<file path="src/rtl/perf_pkg.sv">
// Shared constants for the performance counter bank: event channel map,
// overflow-mode encodings and the index-width helper.
package perf_pkg;

   localparam int EV_CYCLE    = 0;
   localparam int EV_INSTRET  = 1;
   localparam int EV_LOAD     = 2;
   localparam int EV_STORE    = 3;
   localparam int EV_BR_TAKEN = 4;

   localparam int SAT_WRAP = 0;
   localparam int SAT_HOLD = 1;

   // Ceiling log2 with a floor of 1 so a select port is never zero bits wide.
   function automatic int clog2(input int n);
      int r;
      r = 0;
      for (int i = 0; i < 31; i++) begin
         if ((1 << i) < n) r = i + 1;
      end
      return (r < 1) ? 1 : r;
   endfunction

endpackage

</file>
<file path="src/rtl/perf_counter_chan.sv">
// One event counter channel: live counter, snapshot shadow and sticky
// overflow flag, with preload > clear > increment priority.
module perf_counter_chan
   import perf_pkg::*;
#(
   parameter int CNT_W    = 32,
   parameter int SAT_MODE = SAT_WRAP
) (
   input  logic             clk,
   input  logic             rst,
   input  logic             i_inc,
   input  logic             i_wr,
   input  logic [CNT_W-1:0] i_wr_data,
   input  logic             i_clr,
   input  logic             i_snap,
   output logic [CNT_W-1:0] o_cnt,
   output logic [CNT_W-1:0] o_shadow,
   output logic             o_ovf
);

   logic [CNT_W-1:0] r_cnt;
   logic [CNT_W-1:0] r_shadow;
   logic             r_ovf;
   logic             w_at_max;

   assign w_at_max = &r_cnt;

   // NOTE: state updates use <= so every register samples pre-edge values;
   // that is what makes the snapshot capture the pre-increment count.
   always_ff @(posedge clk) begin
      if (!rst) begin
         r_cnt    <= '0;
         // NOTE: the shadow is a plain register that readers may see, so it
         // is reset too rather than left as unknown storage.
         r_shadow <= '0;
         r_ovf    <= 1'b0;
      end else begin
         if (i_wr) begin
            r_cnt <= i_wr_data;
            r_ovf <= 1'b0;
         end else if (i_clr) begin
            r_cnt <= '0;
            r_ovf <= 1'b0;
         end else if (i_inc) begin
            if (w_at_max) begin
               r_cnt <= (SAT_MODE == SAT_HOLD) ? r_cnt : '0;
               r_ovf <= 1'b1;
            end else begin
               r_cnt <= r_cnt + 1'b1;
            end
         end

         if (i_clr) begin
            r_shadow <= '0;
         end else if (i_snap) begin
            r_shadow <= r_cnt;
         end
      end
   end

   assign o_cnt    = r_cnt;
   assign o_shadow = r_shadow;
   assign o_ovf    = r_ovf;

endmodule

</file>
<file path="src/rtl/perf_counter_bank.sv">
// Bank of NUM_CNT event counters; channel 0 counts cycles and doubles as the
// legacy cycle output. Registered read mux over live or shadow copies.
module perf_counter_bank
   import perf_pkg::*;
#(
   parameter  int NUM_CNT  = 4,
   parameter  int CNT_W    = 32,
   parameter  int SAT_MODE = SAT_WRAP,
   localparam int IDX_W    = clog2(NUM_CNT)
) (
   input  logic               clk,
   input  logic               rst,
   input  logic               i_en,
   input  logic [NUM_CNT-1:0] i_event,
   input  logic               i_clr,
   input  logic               i_wr_en,
   input  logic [IDX_W-1:0]   i_wr_idx,
   input  logic [CNT_W-1:0]   i_wr_data,
   input  logic               i_snap,
   input  logic [IDX_W-1:0]   i_rd_idx,
   input  logic               i_rd_shadow,
   output logic [CNT_W-1:0]   o_rd_data,
   output logic [NUM_CNT-1:0] o_ovf,
   output logic [CNT_W-1:0]   o_cycle
);

   logic [CNT_W-1:0] w_cnt    [NUM_CNT];
   logic [CNT_W-1:0] w_shadow [NUM_CNT];
   logic [CNT_W-1:0] w_rd_sel;
   logic [CNT_W-1:0] r_rd_data;
   logic             w_unused_event0;

   // The cycle channel ignores its event bit.
   assign w_unused_event0 = i_event[EV_CYCLE];

   for (genvar k = 0; k < NUM_CNT; k++) begin : g_chan
      logic w_inc;
      logic w_wr;

      if (k == EV_CYCLE) begin : g_cycle
         assign w_inc = i_en;
      end else begin : g_event
         assign w_inc = i_en & i_event[k];
      end

      assign w_wr = i_wr_en && (i_wr_idx == IDX_W'(k));

      perf_counter_chan #(
         .CNT_W    (CNT_W),
         .SAT_MODE (SAT_MODE)
      ) u_chan (
         .clk       (clk),
         .rst       (rst),
         .i_inc     (w_inc),
         .i_wr      (w_wr),
         .i_wr_data (i_wr_data),
         .i_clr     (i_clr),
         .i_snap    (i_snap),
         .o_cnt     (w_cnt[k]),
         .o_shadow  (w_shadow[k]),
         .o_ovf     (o_ovf[k])
      );
   end

   always_comb begin
      // NOTE: default first so an out-of-range index yields 0 and no latch forms.
      w_rd_sel = '0;
      for (int k = 0; k < NUM_CNT; k++) begin
         if (i_rd_idx == IDX_W'(k)) begin
            w_rd_sel = i_rd_shadow ? w_shadow[k] : w_cnt[k];
         end
      end
   end

   always_ff @(posedge clk) begin
      if (!rst) begin
         r_rd_data <= '0;
      end else begin
         r_rd_data <= w_rd_sel;
      end
   end

   assign o_rd_data = r_rd_data;
   assign o_cycle   = w_cnt[EV_CYCLE];

endmodule

</file>
<file path="config.mk">
export PLATFORM = sky130hd
export DESIGN_NAME = perf_counter_bank
export DESIGN_NICKNAME = d
export VERILOG_FILES = /design/src/rtl/perf_pkg.sv /design/src/rtl/perf_counter_chan.sv /design/src/rtl/perf_counter_bank.sv
export SDC_FILE = /design/constraint.sdc
export NUM_CORES = 1
export LEC_CHECK = 0
export CAP_MARGIN = 10
export CORE_MARGIN = 1.5
export CORE_UTILIZATION = 55
export CTS_BUF_LIST = sky130_fd_sc_hd__clkbuf_8
export CTS_CLUSTER_DIAMETER = 30
export DETAILED_ROUTE_END_ITERATION = 7
export PLACE_DENSITY_LB_ADDON = 0.08
export RECOVER_POWER = 25
export SYNTH_ARGS = -nofsm -noshare
export SYNTH_HDL_FRONTEND = slang
export SYNTH_SLANG_ARGS = --single-unit
</file>
<file path="constraint.sdc">
create_clock -name clk -period 2.59 [get_ports clk]
set_clock_uncertainty 0.1 [all_clocks]
set_input_delay 0.518 -clock clk [delete_from_list [all_inputs] [get_ports clk]]
set_output_delay 0.518 -clock clk [all_outputs]
set_load 0.02 [all_outputs]
</file>
# Yosys cells after proc, flatten, opt, wreduce, memory -nomap -nowiden

Index checks and enable logic that the tools add are counted.
Widths: inputs -> output; s select.

Output and inout port bits: 68
Logic and storage cells: 74
Bits of input ports: 47
Bits in registers: 292

Equality and inequality tests: 6
Bitwise gates (word level): 4
Reductions and logical operators: 23
Mux-type cells: 24
Add/subtract/negate cells: 4

Operator list:

| cell                  | number |
|---|---|
| $mux 32               | 24 |
| $reduce_and 33->1     | 4 |
| $add 32x1->32 const B | 4 |
| $reduce_and 32->1     | 4 |
| $reduce_bool 3->1     | 4 |
| $reduce_or 3->1       | 4 |
| $eq 2x2->1 const B    | 4 |
| $eq 2x1->1 const B    | 2 |
| $logic_and 1x1->1     | 4 |
| $logic_not 2->1       | 2 |
| $and 1x1->1           | 3 |
| $reduce_or 2->1       | 1 |
| $not 1->1             | 1 |

# Longest topological paths before layout

Depth in word-level cells: 5
Mapped depth: 9
Gate-level depth less buffers: 7

# Hierarchy

Synthesis repeated with hierarchy kept, for this count alone.

Cell total of the unflattened synthesis: 1,906
Area total of the unflattened synthesis: 16,413.2 um2

Modules (own cells, without submodules):

| module                                   | seq. area each (um2) | area an instance (um2) | cells each | times used |
|---|---|---|---|---|
| perf_counter_chan (g_chan[0].u_chan ...) | 1,301.2              | 3,403.3                | 402        | 3 |
| perf_counter_chan (g_chan[3].u_chan)     | 1,301.2              | 3,360.7                | 398        | 1 |
| perf_counter_bank                        | 640.6                | 2,842.7                | 302        | 1 |

# Worst setup path after synthesis

Ideal clock, no wire load.

Kind: input to register
Start point: in i_rd_idx[0]
End point: reg r_rd_data[11], in the netlist o_rd_data[11]
Setup time: 0.128 ns
Data required time: 2.362 ns
Path buffers: 3
Cell stages on the path: 6
Path slack: 0.076 ns
Data arrival time: 2.287 ns
Cells stage by stage: clkbuf_1 clkbuf_1 clkbuf_1 mux4_2 mux2i_1 nor2_1

Cells in the longest elaborated chain, start to end: 5
Elaborated cells between the ends (all ways): 8
Those cells by class: 3 x eq/ne; 4 x mux; 1 x reduce/logical

Ends and longest elaborated chain:

| element                | RTL line                | source |
|---|---|---|
| start: declaration     | perf_counter_bank.sv:20 | `input logic [IDX_W-1:0] i_rd_idx,` |
| $logic_not 2->1        | perf_counter_bank.sv:69 | `if (i_rd_idx == IDX_W'(k)) begin` |
| $mux 32 (3 in series)  | perf_counter_bank.sv:69 |  |
| $mux 32 (*)            | perf_counter_bank.sv:69 |  |
| end signal: assignment | perf_counter_bank.sv:79 | `r_rd_data <= w_rd_sel;` |
| end: declaration       | perf_counter_bank.sv:30 | `logic [CNT_W-1:0] r_rd_data;` |

Every way passes the cells marked *; elsewhere a longest branch is shown, timed or not.
A chain may end at the register's enable or synchronous reset.

# Final worst setup path

Start point: in i_rd_idx[1]
End point: reg r_rd_data[28], in the netlist o_rd_data[28]

Same word-level chain as after synthesis.

==> impl_metrics.ini <==
[floorplanning]
boundaryPins = 115
initial_core_util_pct = 56.3
die_area_mm2 = 0.0287
core-area_mm2 = 0.0270
die_x_um = 169
die_h_um = 169
num_rows = 60

[route]
post_drt_wl_per_cell_um = 23.4
dr.pass1.iters = 8
vias = 15400
wl_um = 54300
ant_nets = 0
via_per_inst = 6.64
drc = 21
drtIter0Drc = 2393

[layout]
post-route-util_pct = 72.8
nets = 1974
drive_above_1_share_pct = 22.2
area_delta_synth_final_pct = 29.3

[sta]
finalCriticalPeriod_ns = 2.50
relSlewSlack_pct = 7.31
fmax_mhz = 401
layout_setup_ws_ns = 0.0948
setup_violations = 0
final_max_slew_viol_count = 0
tightestPinTransition_ns = 1.39
hold_ws_ns = 0.337
post-route-period-util_pct = 96.3
final_hold_viol_count = 0
rsz0062_at_grt = false

[placed_design]
pre_cts_slack_ns = -0.283
hpwl_um = 39700
port-buffer-count = 113
gp_congestion = 0.980

[yosys]
yosys_most_used_dff = dfxtp_1
netlist_area_mm2 = 0.0152
synth-seq-area-share_pct = 38.4
synthTopCellsByCount = dfxtp_1 (292), nor2_1 (234), mux2i_1 (162), clkbuf_1 (118), nand2_1 (100)
synthMostInstantiatedCell = dfxtp_1
synthCells = 1659
synth_area_leaders = dfxtp_1 (38%), mux2i_1 (11%), mux4_2 (9.5%), nor2_1 (5.8%), clkbuf_1 (2.9%)
yosysTopAreaCell = dfxtp_1
ys_seq_elements = 292
synth.top_cell.area_share_pct = 38.4
synth_edf_count = 0
synth-warning-count = 0
synth_area_per_cell_um2 = 9.18
syn_nets = 1710
ys_async_sr_fraction_pct = 0
ys_types = 74

[cts]
htreeDepth = 3
cts-resized-gates = 0
cts_tree = yes
cts_hold_buf = 0
cts_buffers = 73
clock-root-buffer = clkbuf_8
cts_post_setup_buffers_inserted = 0
worstSkewPairLatency_ns = 0.60
cts_buffer_depth = 3
cts_sinks = 292
cts.clk_slew.worst_paths_ns = 0.06

[worst_setup_path]
cp_max_fo = 20
critical_path_arrival_ns = 2.87
r2r_cells = 8
worstPathRequired_ns = 2.96
cp-end-kind = flip-flop
start_kind = input pin
crit_type = in -> reg

[worst_hold_path]
hp-class = in -> reg
hold_path_depth = 3

[global_route]
overflow = 0
grt_pass1_wl_um = 82800
grt_max_degree = 72
antenna_found_initial = 1
grt_pass1_vias = 14800
grt_use_total_pct = 37.5

[pwr]
vdd_drop_max_mv = 0.535
powerDensity_mw_per_mm2 = 625
power_leakage_uw = 0.00754

[run_status]
status = finished with violations
failed_checks = design-rule violations

[run]
drv_cap = 0
[cell type report]
class	count	area (um^2)
multi-input combinational	1212	8790
fill	2110	7350
sequential	292	5850
timing repair buffer	332	2900
clock buffer	86	1180
clock inverter	49	480
tap	341	427
inverter	12	47.5
antenna	1	2.50
[through the flow]
stage,power [uW],setup TNS (ns),area (um^2),instances
finish,12300,0,19700,2325
global route,12600,0,19700,2324
CTS,12300,0,19700,2324
detailed placement,6040,-6.07,18000,2189
global placement,6030,-4.41,18000,2189
floorplan,5410,0,15200,1659
[worst max-delay path, cell delays in order]
cell and delay (ns):
clkbuf_1 0.98, dlymetal6s2s_1 0.67, mux4_2 0.41, mux2i_1 0.19
nor2_1 0.07
[logic make-up (layout without fill, tap and decap cells)]
| family | Yosys count | in the layout | synth area share [%] |
|---|---|---|---|
| and+or+nand+nor | 636 | 636 | 21.0 |
| AOI/OAI and AO/OA | 326 | 326 | 14.9 |
| DFF | 292 | 292 | 38.4 |
| muxes | 234 | 234 | 20.7 |
| buffers and inverters | 155 | 479 | 3.99 |
| xor gates and xnor gates | 12 | 12 | 0.690 |
| adders and majority gates | 4 | 4 | 0.329 |
| other | 0 | 1 | 0 |
[where the power goes]
part	switching, uW	internal [uW]
Combinational	769	557
Clock	2430	3890
Sequential	72.5	4590
[state kept, by name (all words and copies together) (netlist names)]
name	count
g_chan.u_chan.o_ovf	4
o_rd_data	32
g_chan.u_chan.o_shadow	128
g_chan.u_chan.o_cnt	128
[per-layer routing]
layer	GRT usage [%]	part of all wire (%)	vias to the layer above
li1	-	-	6828
met1	49.6	40	7469
met2	60.6	46	964
met3	7.65	11	184
met4	14.5	3.5	0
met5	0	0	-
[layout by cell type, fill, tap and decap left out, types with 9 or more instances in the layout]
cell	Yosys	routed
clkdlybuf4s50_1	0	108
a22oi_1	54	54
a222oi_1	18	18
a21oi_1	61	60
nor3_1	27	26
mux4_2	64	64
nand3_1	87	87
o21ai_0	53	53
a31oi_1	34	34
o21a_1	9	9
clkinv_2	0	20
nand4_1	40	40
a221oi_1	12	12
and4_1	15	15
o31a_1	11	11
dfxtp_1	292	292
and2_1	15	15
buf_12	0	12
inv_1	11	18
clkbuf_8	0	86
buf_4	4	200
nand2_1	100	100
nor4_1	11	11
or3_1	27	27
o211ai_1	12	12
or4_1	13	13
and3_1	22	22
mux2i_1	162	162
nor2_1	234	233
[final timing paths]
check | from | to | slack, ns
min | i_snap | g_chan[0].u_chan.o_shadow[28] | 0.34
max reg2reg | g_chan[3].u_chan.o_cnt[0] | g_chan[3].u_chan.o_cnt[12] | 0.19
max | i_rd_idx[1] | o_rd_data[28] | 0.09
min reg2reg | g_chan[3].u_chan.o_ovf | g_chan[3].u_chan.o_ovf | 0.35
(Power assumes the default switching activity.)
==> RTL edit, RTL diff (same flow settings) <==
Make the reset (`rst`) asynchronous in 2 clocked blocks.
--- a/src/rtl/perf_counter_chan.sv
+++ b/src/rtl/perf_counter_chan.sv
@@ -27,7 +27,7 @@
 
    // NOTE: state updates use <= so every register samples pre-edge values;
    // that is what makes the snapshot capture the pre-increment count.
-   always_ff @(posedge clk) begin
+   always_ff @(posedge clk or negedge rst) begin
       if (!rst) begin
          r_cnt    <= '0;
          // NOTE: the shadow is a plain register that readers may see, so it
--- a/src/rtl/perf_counter_bank.sv
+++ b/src/rtl/perf_counter_bank.sv
@@ -72,7 +72,7 @@
       end
    end
 
-   always_ff @(posedge clk) begin
+   always_ff @(posedge clk or negedge rst) begin
       if (!rst) begin
          r_rd_data <= '0;
       end else begin
Behaviour: differs if rst is asserted again (counterexample within 4 cycles, from zero or initial values and one cycle with rst low); with rst held inactive, the same outputs for 4 cycles.
==> RTL edit against the original RTL <==
The run ends with capacitance limit, slew limit left. Die area grew 6.7%. Clock power is 1% lower. Routed wire length down 3.2%. Fmax increased by 1.7%. Sequential share of layout area up 5.8 points. Setup slack improved by 0.041 ns. Total power is 12% higher. Critical path depth shrank 1. Cell area grew 4.5%. Worst hold slack improved by 0.0015 ns. Sequential cell count unchanged. Final cell count fell by 1.9%. Synthesized area grew 6.8%. Highest routed layer unchanged.
==> RTL edit: results (changes against the original RTL) <==
RUN_STATUS='finished with violations'
FAILED_CHECKS='capacitance limit, slew limit'
POST_SYNTH_MAIN_AREA_CONTRIBUTORS='sky130_fd_sc_hd__dfrtp_1, sky130_fd_sc_hd__mux4_2, sky130_fd_sc_hd__mux2i_1'
CP_SLOWEST_CELL='sky130_fd_sc_hd__clkbuf_2'
SYN_INST=1581  # -4.7%
GRT_PASS1_WL_UM=81500  # -1.6%
POST-DP-HPWL_UM=38200  # -3.6%
FINAL_LAYOUT_SIZE_SUFFIX_GT1_FRAC=0.235  # +0.0128
CTS_INSERTED_BUFFERS=70  # -4.1%
ROUTED_VIA_DENSITY=6.41  # -3.5%
YOSYS.AREA.TOP_TYPE='sky130_fd_sc_hd__dfrtp_1'
PROPORTION_OF_POWER_DRAWN_BY_COMBINATIONAL_GATES=0.168  # +0.060
REG2REG_FROM='g_chan[0].u_chan.o_cnt[0]'
WORSTPATHMAXFANOUT=47  # +140%
NFILLCELLS=2195  # +4.0%
NETLIST-CELL-TYPE-COUNT=78  # +5.4%
DRV_CAP=2  # +2
M1WIRELENGTH_UM=22300  # +3.3%
WORST_SETUP_PATH_STARTPOINT='i_snap'
WIRELENGTH_UM=52600  # -3.2%
TIMING.RR.END='g_chan[0].u_chan.o_cnt[30]'
GRT_MAX_DEGREE=64  # -11%
INITIAL_ANTENNA_VIOLATION_COUNT=2  # +1
SLOWEST_DELAY_NS=1.26  # +0.28 ns
TIMING.CRITICAL_PATH.ARRIVAL_NS=2.75  # -0.12 ns
IRDROPWORSTVDD_V=0.000557  # +4.1%
GRT_USAGE=0.349  # -0.0269
REGISTER_SHARE_OF_TOTAL_POWER=0.377  # -0.002
FINAL-MAX-SLEW-VIOLATION-COUNT=99  # +99
ASYNC_FLOP_SHARE=1.00  # +1.00
DRT-PASS1-ITER-COUNT=6  # -2
-- RTL edit: cell types whose count changed in the layout (fill, tap and decap cells not counted), moves of 18 or more --
cell                       before  now
sky130_fd_sc_hd__a22oi_1       54   26
sky130_fd_sc_hd__a21oi_1       60   41
sky130_fd_sc_hd__nand2_1      100  128
sky130_fd_sc_hd__a222oi_1      18    0
sky130_fd_sc_hd__a221o_1        0   23
sky130_fd_sc_hd__mux2i_1      162  136
sky130_fd_sc_hd__a31oi_1       34   10
sky130_fd_sc_hd__o21ai_0       53   87
sky130_fd_sc_hd__dfrtp_1        0  292
sky130_fd_sc_hd__dfxtp_1      292    0
sky130_fd_sc_hd__mux2_2         8   34
sky130_fd_sc_hd__nor2_1       233  186
-- RTL edit: worst register-to-register path, cell delays in order, from the launching register on --
cell and delay [ns]:
sky130_fd_sc_hd__dfrtp_1 0.35, sky130_fd_sc_hd__ha_1 0.23, sky130_fd_sc_hd__nand4_2 0.16, sky130_fd_sc_hd__nor4_1 0.38
sky130_fd_sc_hd__buf_4 0.21, sky130_fd_sc_hd__nand3_1 0.13, sky130_fd_sc_hd__or4_1 0.47, sky130_fd_sc_hd__xor2_1 0.18
sky130_fd_sc_hd__o21ai_1 0.07
-- RTL edit: logic make-up after synthesis --
kind of cell / after synthesis / synth area share
buf+inv: 148 / 0.0394
compound gates: 286 / 0.120
simple gates: 601 / 0.183
flops: 292 / 0.449
fa+ha+maj: 4 / 0.00308
mux: 235 / 0.197
xor+xnor: 15 / 0.00808
-- RTL edit: how the worst min path moves through the flow --
stage	slack (ns)	start	end	depth (start not counted)
after floorplan	0.12	rst	g_chan[0].u_chan.o_cnt[0]	0
after global placement	0.38	g_chan[0].u_chan.o_ovf	g_chan[0].u_chan.o_ovf	2
after detailed placement	0.38	g_chan[0].u_chan.o_ovf	g_chan[0].u_chan.o_ovf	2
after CTS	0.25	i_snap	g_chan[0].u_chan.o_shadow[2]	3
after global routing	0.35	i_rd_shadow	o_rd_data[2]	2
final	0.34	i_rd_shadow	o_rd_data[2]	2
-- RTL edit: what timing repair did --
item	in CTS	in global routing
hold buffers	1	0
hold endpoints to repair	46	0
endpoints found under the setup margin	0	9
resized for setup	0	1
buffers inserted	0	1
-- RTL edit: cell type report --
class / count / area (um^2) / share of cell area
Tap cell: 384 / 480 / 0.0234
Clock inverter: 47 / 514 / 0.0250
Sequential cell: 292 / 7310 / 0.355
Multi-Input combinational cell: 1141 / 8330 / 0.405
Clock buffer: 82 / 1130 / 0.0549
Timing Repair Buffer: 312 / 2730 / 0.133
Inverter: 22 / 82.6 / 0.00401
-- RTL edit: layer usage --
metal  vias to the layer above  GRT usage
met2                       788      0.535
met1                      7259      0.496
met4                         0      0.130
met5                         -          0
met3                       135     0.0644
li1                       6436          -
